**src/rtl/cacheline_adapter.sv**
```systemverilog
// cacheline_adapter: bridges the L1 cache's 256-bit line port to a 64-bit burst
// memory port. Fills collect beats into one line; writebacks split a dirty line
// into beats and send them in order. Only one transaction is in flight at a time.
//
// state    | meaning
// ---------+------------------------------------------------------------
// IDLE     | waiting for a cache request; memory strobes are ignored
// RD_BURST | read request to memory, collecting beats on resp_i
// RD_DONE  | one-cycle completion pulse, assembled line on line_o
// WR_BURST | write request to memory, presenting beats on burst_o
// WR_DONE  | one-cycle completion pulse for the writeback
module cacheline_adapter #(
    parameter  int s_line    = 256,
    parameter  int s_burst   = 64,
    localparam int num_beats = s_line / s_burst,
    localparam int s_cnt     = $clog2(num_beats)
) (
    input  logic                clk,
    input  logic                rst,
    input  logic [s_line-1:0]   line_i,
    input  logic [31:0]         address_i,
    input  logic                read_i,
    input  logic                write_i,
    output logic [s_line-1:0]   line_o,
    output logic                resp_o,
    input  logic [s_burst-1:0]  burst_i,
    input  logic                resp_i,
    output logic [s_burst-1:0]  burst_o,
    output logic [31:0]         address_o,
    output logic                read_o,
    output logic                write_o
);

    localparam int               OFF  = $clog2(s_line / 8);
    localparam logic [s_cnt-1:0] LAST = s_cnt'(num_beats - 1);

    typedef enum logic [2:0] {
        IDLE     = 3'd0,
        RD_BURST = 3'd1,
        RD_DONE  = 3'd2,
        WR_BURST = 3'd3,
        WR_DONE  = 3'd4
    } state_t;

    state_t              r_state;
    state_t              w_state_next;
    logic [s_cnt-1:0]    r_cnt;
    logic [s_line-1:0]   r_buf;
    logic [s_line-1:0]   r_line;
    logic [31:0]         r_addr;
    logic [s_line-1:0]   w_buf_fill;
    logic [31:0]         w_addr_aligned;
    logic                w_last_beat;

    assign w_addr_aligned = {address_i[31:OFF], {OFF{1'b0}}};
    assign w_last_beat    = resp_i && (r_cnt == LAST);

    // Buffer with the incoming read beat merged into the current slot.
    always_comb begin
        w_buf_fill = r_buf;
        w_buf_fill[r_cnt*s_burst +: s_burst] = burst_i;
    end

    // State register.
    always_ff @(posedge clk or negedge rst) begin
        if (!rst) begin
            r_state <= IDLE;
        end else begin
            r_state <= w_state_next;
        end
    end

    // Next-state logic; a writeback takes priority over a fill.
    always_comb begin
        w_state_next = r_state;
        case (r_state)
            IDLE: begin
                if (write_i) begin
                    w_state_next = WR_BURST;
                end else if (read_i) begin
                    w_state_next = RD_BURST;
                end
            end
            RD_BURST: if (w_last_beat) w_state_next = RD_DONE;
            WR_BURST: if (w_last_beat) w_state_next = WR_DONE;
            RD_DONE:  w_state_next = IDLE;
            WR_DONE:  w_state_next = IDLE;
            default:  w_state_next = IDLE;
        endcase
    end

    // Datapath: request latching, beat counting and line assembly.
    // The counter holds on the last beat so it never wraps mid-transaction.
    // line_o has its own register so a writeback never disturbs the last fill.
    always_ff @(posedge clk or negedge rst) begin
        if (!rst) begin
            r_cnt  <= '0;
            r_buf  <= '0;
            r_line <= '0;
            r_addr <= '0;
        end else begin
            case (r_state)
                IDLE: begin
                    if (write_i) begin
                        r_buf  <= line_i;
                        r_addr <= w_addr_aligned;
                        r_cnt  <= '0;
                    end else if (read_i) begin
                        r_addr <= w_addr_aligned;
                        r_cnt  <= '0;
                    end
                end
                RD_BURST: begin
                    if (resp_i) begin
                        r_buf <= w_buf_fill;
                        if (r_cnt == LAST) begin
                            r_line <= w_buf_fill;
                        end else begin
                            r_cnt <= r_cnt + 1'b1;
                        end
                    end
                end
                WR_BURST: begin
                    if (resp_i && (r_cnt != LAST)) begin
                        r_cnt <= r_cnt + 1'b1;
                    end
                end
                default: ;
            endcase
        end
    end

    // Outputs decoded from the state; memory-side buses are zero outside bursts.
    always_comb begin
        read_o    = 1'b0;
        write_o   = 1'b0;
        resp_o    = 1'b0;
        address_o = '0;
        burst_o   = '0;
        case (r_state)
            RD_BURST: begin
                read_o    = 1'b1;
                address_o = r_addr;
            end
            WR_BURST: begin
                write_o   = 1'b1;
                address_o = r_addr;
                burst_o   = r_buf[r_cnt*s_burst +: s_burst];
            end
            RD_DONE:  resp_o = 1'b1;
            WR_DONE:  resp_o = 1'b1;
            default: ;
        endcase
    end

    assign line_o = r_line;

endmodule

```
**config.mk**
```make
export PLATFORM = sky130hd
export DESIGN_NAME = cacheline_adapter
export DESIGN_NICKNAME = d
export VERILOG_FILES = /design/src/rtl/cacheline_adapter.sv
export SDC_FILE = /design/constraint.sdc
export NUM_CORES = 1
export LEC_CHECK = 0
export ABC_CLOCK_PERIOD_IN_PS = 3600
export CAP_MARGIN = 0
export CELL_PAD_IN_SITES_DETAIL_PLACEMENT = 0
export CELL_PAD_IN_SITES_GLOBAL_PLACEMENT = 1
export CORE_ASPECT_RATIO = 1.2
export CORE_MARGIN = 5
export CORE_UTILIZATION = 39
export DETAILED_ROUTE_END_ITERATION = 10
export PLACE_DENSITY = 0.88
export SLEW_MARGIN = 20
export SYNTH_ARGS = -nofsm -noshare
export SYNTH_HDL_FRONTEND = slang
export SYNTH_SLANG_ARGS = --single-unit
```
**constraint.sdc**
```tcl
create_clock -name clk -period 3.6 [get_ports clk]
set_clock_uncertainty 0.2 [all_clocks]
set_input_delay 0.54 -clock clk [delete_from_list [all_inputs] [get_ports clk]]
set_output_delay 0.54 -clock clk [all_outputs]
set_load 0.01 [all_outputs]
```
# Word level (Yosys, flattened, before mapping)
# Cells that the tools add are included.
[totals]
ff_bits = 549
latchBits = 0
ram_bits = 0
mem_bits_ro = 0
inputBits = 357
output_inout_bits = 355
elab_cells = 58
memories = 0
[op_classes]
addsub = 2
mul = 0
n_div = 0
order_cmp = 0
eq_ne = 13
shift = 3
n_mux = 22
n_bitwise = 0
n_reduce_logical = 13
[ops]
columns = ["op", "count"]
rows = [
  ["256-bit two-way mux", 2],
  ["256-bit one-hot mux with 2 select lines", 1],
  ["256-bit bitwise mux", 1],
  ["64-bit by 34-bit variable shift with 256-bit output (first input constant)", 1],
  ["256-bit by 9-bit indexed part select with 64-bit output", 1],
  ["64-bit by 34-bit indexed part select with 256-bit output", 1],
  ["32-bit two-way mux", 3],
  ["64-bit two-way mux", 1],
  ["8-bit negator with 34-bit output", 1],
  ["2-bit inequality test (second input constant)", 7],
  ["3-bit two-way mux", 4],
  ["2-bit two-way mux", 5],
  ["3-bit one-hot mux with 3 select lines", 1],
  ["3-bit AND reduction", 3],
  ["3-bit by 2-bit == test with 1-bit output (second input constant)", 2],
  ["2-bit one-hot mux with 3 select lines", 1],
  ["5-bit AND reduction", 1],
  ["2-bit nonzero test", 2],
  ["2-bit OR reduction", 2],
  ["3-bit by 1-bit == test with 1-bit output (second input constant)", 1],
  ["3-bit == test (second input constant)", 1],
  ["3-bit zero test", 1],
  ["1-bit two-way mux", 3],
  ["3-bit inequality test (second input constant)", 1],
  ["5 further kinds", 6],
]

# Depth between registers and ports, before layout
[logic_depth]
ltp_word = 5
ltp_mapped = 10
mapped_depth_nobuf = 5

# Worst setup path after synthesis
# Ideal clock, no wire load.
[synth_timing]
kind = "register -> register"
start = "reg r_cnt[1]"
end = "reg r_buf[192]"
setup_time_ps = 86
arrival_ps = 2640
required_ps = 3314
setup_slack_ps = 674
stages_incl_launch_ff = 10
n_path_buf = 4
period_less_slack_ps = 2926
path_cell_list = "dfrtp_1 > clkbuf_1 > clkbuf_1 > inv_1 > ha_1 > nor4bb_1 > clkbuf_1 > buf_1 > a22oi_1 > o221ai_2"
[synth_via]
elab_chain_cells = 5
word_cells_on_any_way = 6
classes_between = "add/sub: 1; shift: 2; mux: 3"
[synth_lines]
columns = ["item", "line", "rtl"]
rows = [
  ["start, declared", "47", "logic [s_cnt-1:0] r_cnt;"],
  ["start signal, assigned", "119", "r_cnt <= r_cnt + 1'b1;"],
  ["start signal, assigned", "125", "r_cnt <= r_cnt + 1'b1;"],
  ["8-bit negator with 34-bit output (*)", "61", "w_buf_fill[r_cnt*s_burst +: s_burst] = burst_i;"],
  ["64-bit by 34-bit indexed part select with 256-bit output or 64-bit by 34-bit variable shift with 256-bit output (tied branches)", "61", ""],
  ["256-bit bitwise mux (*)", "61", ""],
  ["256-bit two-way mux (*)", "114", "if (resp_i) begin"],
  ["256-bit one-hot mux with 2 select lines (*)", "102", "case (r_state)"],
  ["end signal, assigned", "105", "r_buf <= line_i;"],
  ["end signal, assigned", "115", "r_buf <= w_buf_fill;"],
  ["end, declared", "48", "logic [s_line-1:0] r_buf;"],
]
# Every way passes the cells marked *; elsewhere a longest branch is shown, timed or not. The select of a mux whose other input is x is not followed.
# A chain may end at the register's enable or synchronous reset.

# Worst setup path after layout
[layout_timing]
start = "reg r_cnt[1]"
end = "out burst_o[33]"
[layout_via]
elab_chain_cells = 2
[layout_lines]
columns = ["item", "line", "rtl"]
rows = [
  ["256-bit by 9-bit indexed part select with 64-bit output", "148", "burst_o = r_buf[r_cnt*s_burst +: s_burst];"],
  ["64-bit two-way mux", "140", "case (r_state)"],
  ["end, declared", "28", "output logic [s_burst-1:0] burst_o,"],
]
# Every way passes these cells.

==> out/qor.yml <==
die_w_um: 263
num_rows: 111
worst_pin_slew_ns: 1.02
wl_um: 121000
clk_latency_ns: 0.62
grt_antenna_before_repair: 22
final_hold_viol_count: 0
syn_area_per_cell_um2: 10.7
critPathMaxFanout: 24
cts_sinks: 544
path_cells: "buf_12, mux4_2, and3_1, clkdlybuf4s50_1"
rsz0062_at_grt: "false"
antenna_left: 0
yosys_warnings: 0
numCtsBuffers: 58
setup_viol: 0
slew_headroom_pct: 32.1
maxCapViolations: 0
nNetsFinal: 3731
drt_pass1_iterations: 6
top_level_ports: 712
dp.cells: 4321
crit_arrival_ns: 2.78
synth_cell_types: 47
vias: 26100
final_common_cell: "clkdlybuf4s50_1"
dp_hpwl_um: 79900
synthFlopType: "dfrtp_1"
avgRoutedWirePerCell_um: 27.1
instances_no_fill: 4456
worstPathRequired_ns: 2.86
crit_slowest_cell: "dfrtp_4"
fp.coreArea_mm2: 0.0762
async_flop_share_pct: 100
synth_edf_count: 0
cts_root_buf: "clkbuf_16"
power.density_mw_per_mm2: 972
drive_gt1_share_pct: 16.3
grt_pass1_wl_um: 179000
grt_max_degree: 135
finalCritPeriodShare_pct: 97.9
die_h_um: 314
via_per_inst: 5.85
max_freq_mhz: 284
final-max-slew-violation-count: 0
finalCriticalPeriod_ns: 3.52
hold_class: "reg -> reg"
ir_drop_v: 0.000990
grt_overflow: 0
clkTransAtPathRegs_ns: 0.07
ys_seq_area_share_pct: 45.5
cts_tree: "done"
synth_area_mm2: 0.0299
ys_seq_elements: 544
syn2layout_area_growth_pct: 35.3
syn_inst: 2788
portBuffers: 701
p_leak_uw: 0.0164
grt_use_total_pct: 27.9
fp.dieArea_mm2: 0.0825
fin_setup_tns_ns: 0
max_stage_delay_ns: 0.73
status: "completed"
cp-start-kind: "register"
htreeDepth: 2
dr.first_iter.drc_count: 2580
place_congestion: 0.848
crit_type: "reg -> out"
final_cell_mix: "clkdlybuf4s50_1, dfrtp_1, inv_1"
drcViolationCount: 0
start_util_pct: 39.3
grt_pass1_vias: 27000
ctsLongestPathBuffers: 3
end_kind: "output pin"
## Yosys cell counts (2+ instances only)
cell type,number,area (um^2)
dfrtp_1,544,13600
and2_1,27,169
a22o_1,63,552
and4b_1,2,20.0
o221ai_1,11,96.3
nand2_1,194,728
a22oi_1,64,480
nor4bb_1,65,651
nor2_1,67,251
buf_1,7,26.3
o32ai_1,64,561
inv_1,262,983
o21ai_0,193,966
mux4_2,64,1440
o221ai_2,180,2700
a21oi_1,191,956
and3_1,64,400
buf_2,69,345
mux2_2,90,1010
ha_1,6,75.1
clkbuf_1,188,706
mux2i_1,194,1940
buf_6,20,225
nor2b_1,132,826
buf_4,5,37.5
## path summary, 6_finish.rpt
kind	to	slack (ns)	startpoint	depth (start not counted)
worst max register to register	r_buf[143]$_DFFE_PN0P_	0.52	r_cnt[0]$_DFFE_PN0P_	7
max in group asynchronous	r_buf[112]$_DFFE_PN0P_	1.87	rst	3
worst min register to register	r_addr[20]$_DFFE_PN0P_	0.30	r_addr[20]$_DFFE_PN0P_	1
worst min-delay path	r_addr[20]$_DFFE_PN0P_	0.30	r_addr[20]$_DFFE_PN0P_	1
min in group asynchronous	line_o[208]$_DFFE_PN0P_	0.38	rst	2
worst max-delay path	burst_o[33]	0.08	r_cnt[1]$_DFFE_PN0P_	4
## cell families after synthesis
group	after synthesis	synth area share [%]
flip-flops	544	45.5
AND/OR/NAND/NOR	560	10.4
adder cells (fa/ha/maj)	6	0.251
multiplexers	349	14.7
AO/OA/AOI/OAI	775	21.3
other	1	0.0125
buffers and inverters	552	7.77
XOR/XNOR	1	0.0292
## power by group
group	switching (uW)	internal, uW
registers	2220	9060
clock network	2670	3720
logic	11900	9830
## per-stage QoR
stage | utilization, % | hold WS, ns | setup slack (ns) | instance area, um^2 | power [uW]
final | 53.1 | 0.297 | 0.0757 | 40500 | 39400
after global routing | 53.1 | 0.301 | 0.0210 | 40500 | 41400
after CTS | 53.1 | 0.274 | 0.0184 | 40500 | 39400
after detailed placement | 50.4 | 0.287 | 0.415 | 38400 | 32900
after global placement | 50.4 | 0.280 | 0.504 | 38400 | 32500
after floorplan | - | 0.0444 | 0.674 | 30000 | 23000
## state kept, by name, summed over array words and instances, names as in the netlist
register	flops
line_o	256
r_buf	256
r_addr	27
r_state	3
r_cnt	2
## repair_timing
action	in CTS	in global routing
resized for setup	0	2
endpoints found under the hold margin	69	0
pin swaps	0	0
hold buffers	1	0
setup endpoints to repair	53	3
buffers inserted	3	0
cloned	0	0
## cell type report
class	count	area, um^2
clock buffer	90	1760
timing repair buffer	805	8400
multi-input combinational	1696	14200
antenna	22	55.1
sequential	544	13600
fill	6681	35700
tap	1017	1270
clock inverter	19	254
inverter	263	991
## worst max-delay path, delay by kind of cell (launching register included)
kind	cells	cell delay, ns
buffers and inverters	2	0.83
flip-flops	1	0.73
multiplexers	1	0.32
AND/OR/NAND/NOR	1	0.22
## layer usage
metal | up-vias | track usage [%] | wire length, um
li1 | 11300 | - | -
met1 | 13000 | 34.8 | 45900
met2 | 1511 | 45.8 | 58200
met3 | 337 | 5.95 | 10100
met4 | 2 | 14.6 | 6740
met5 | - | 0 | 7
Power figures use the tool's default switching activity.
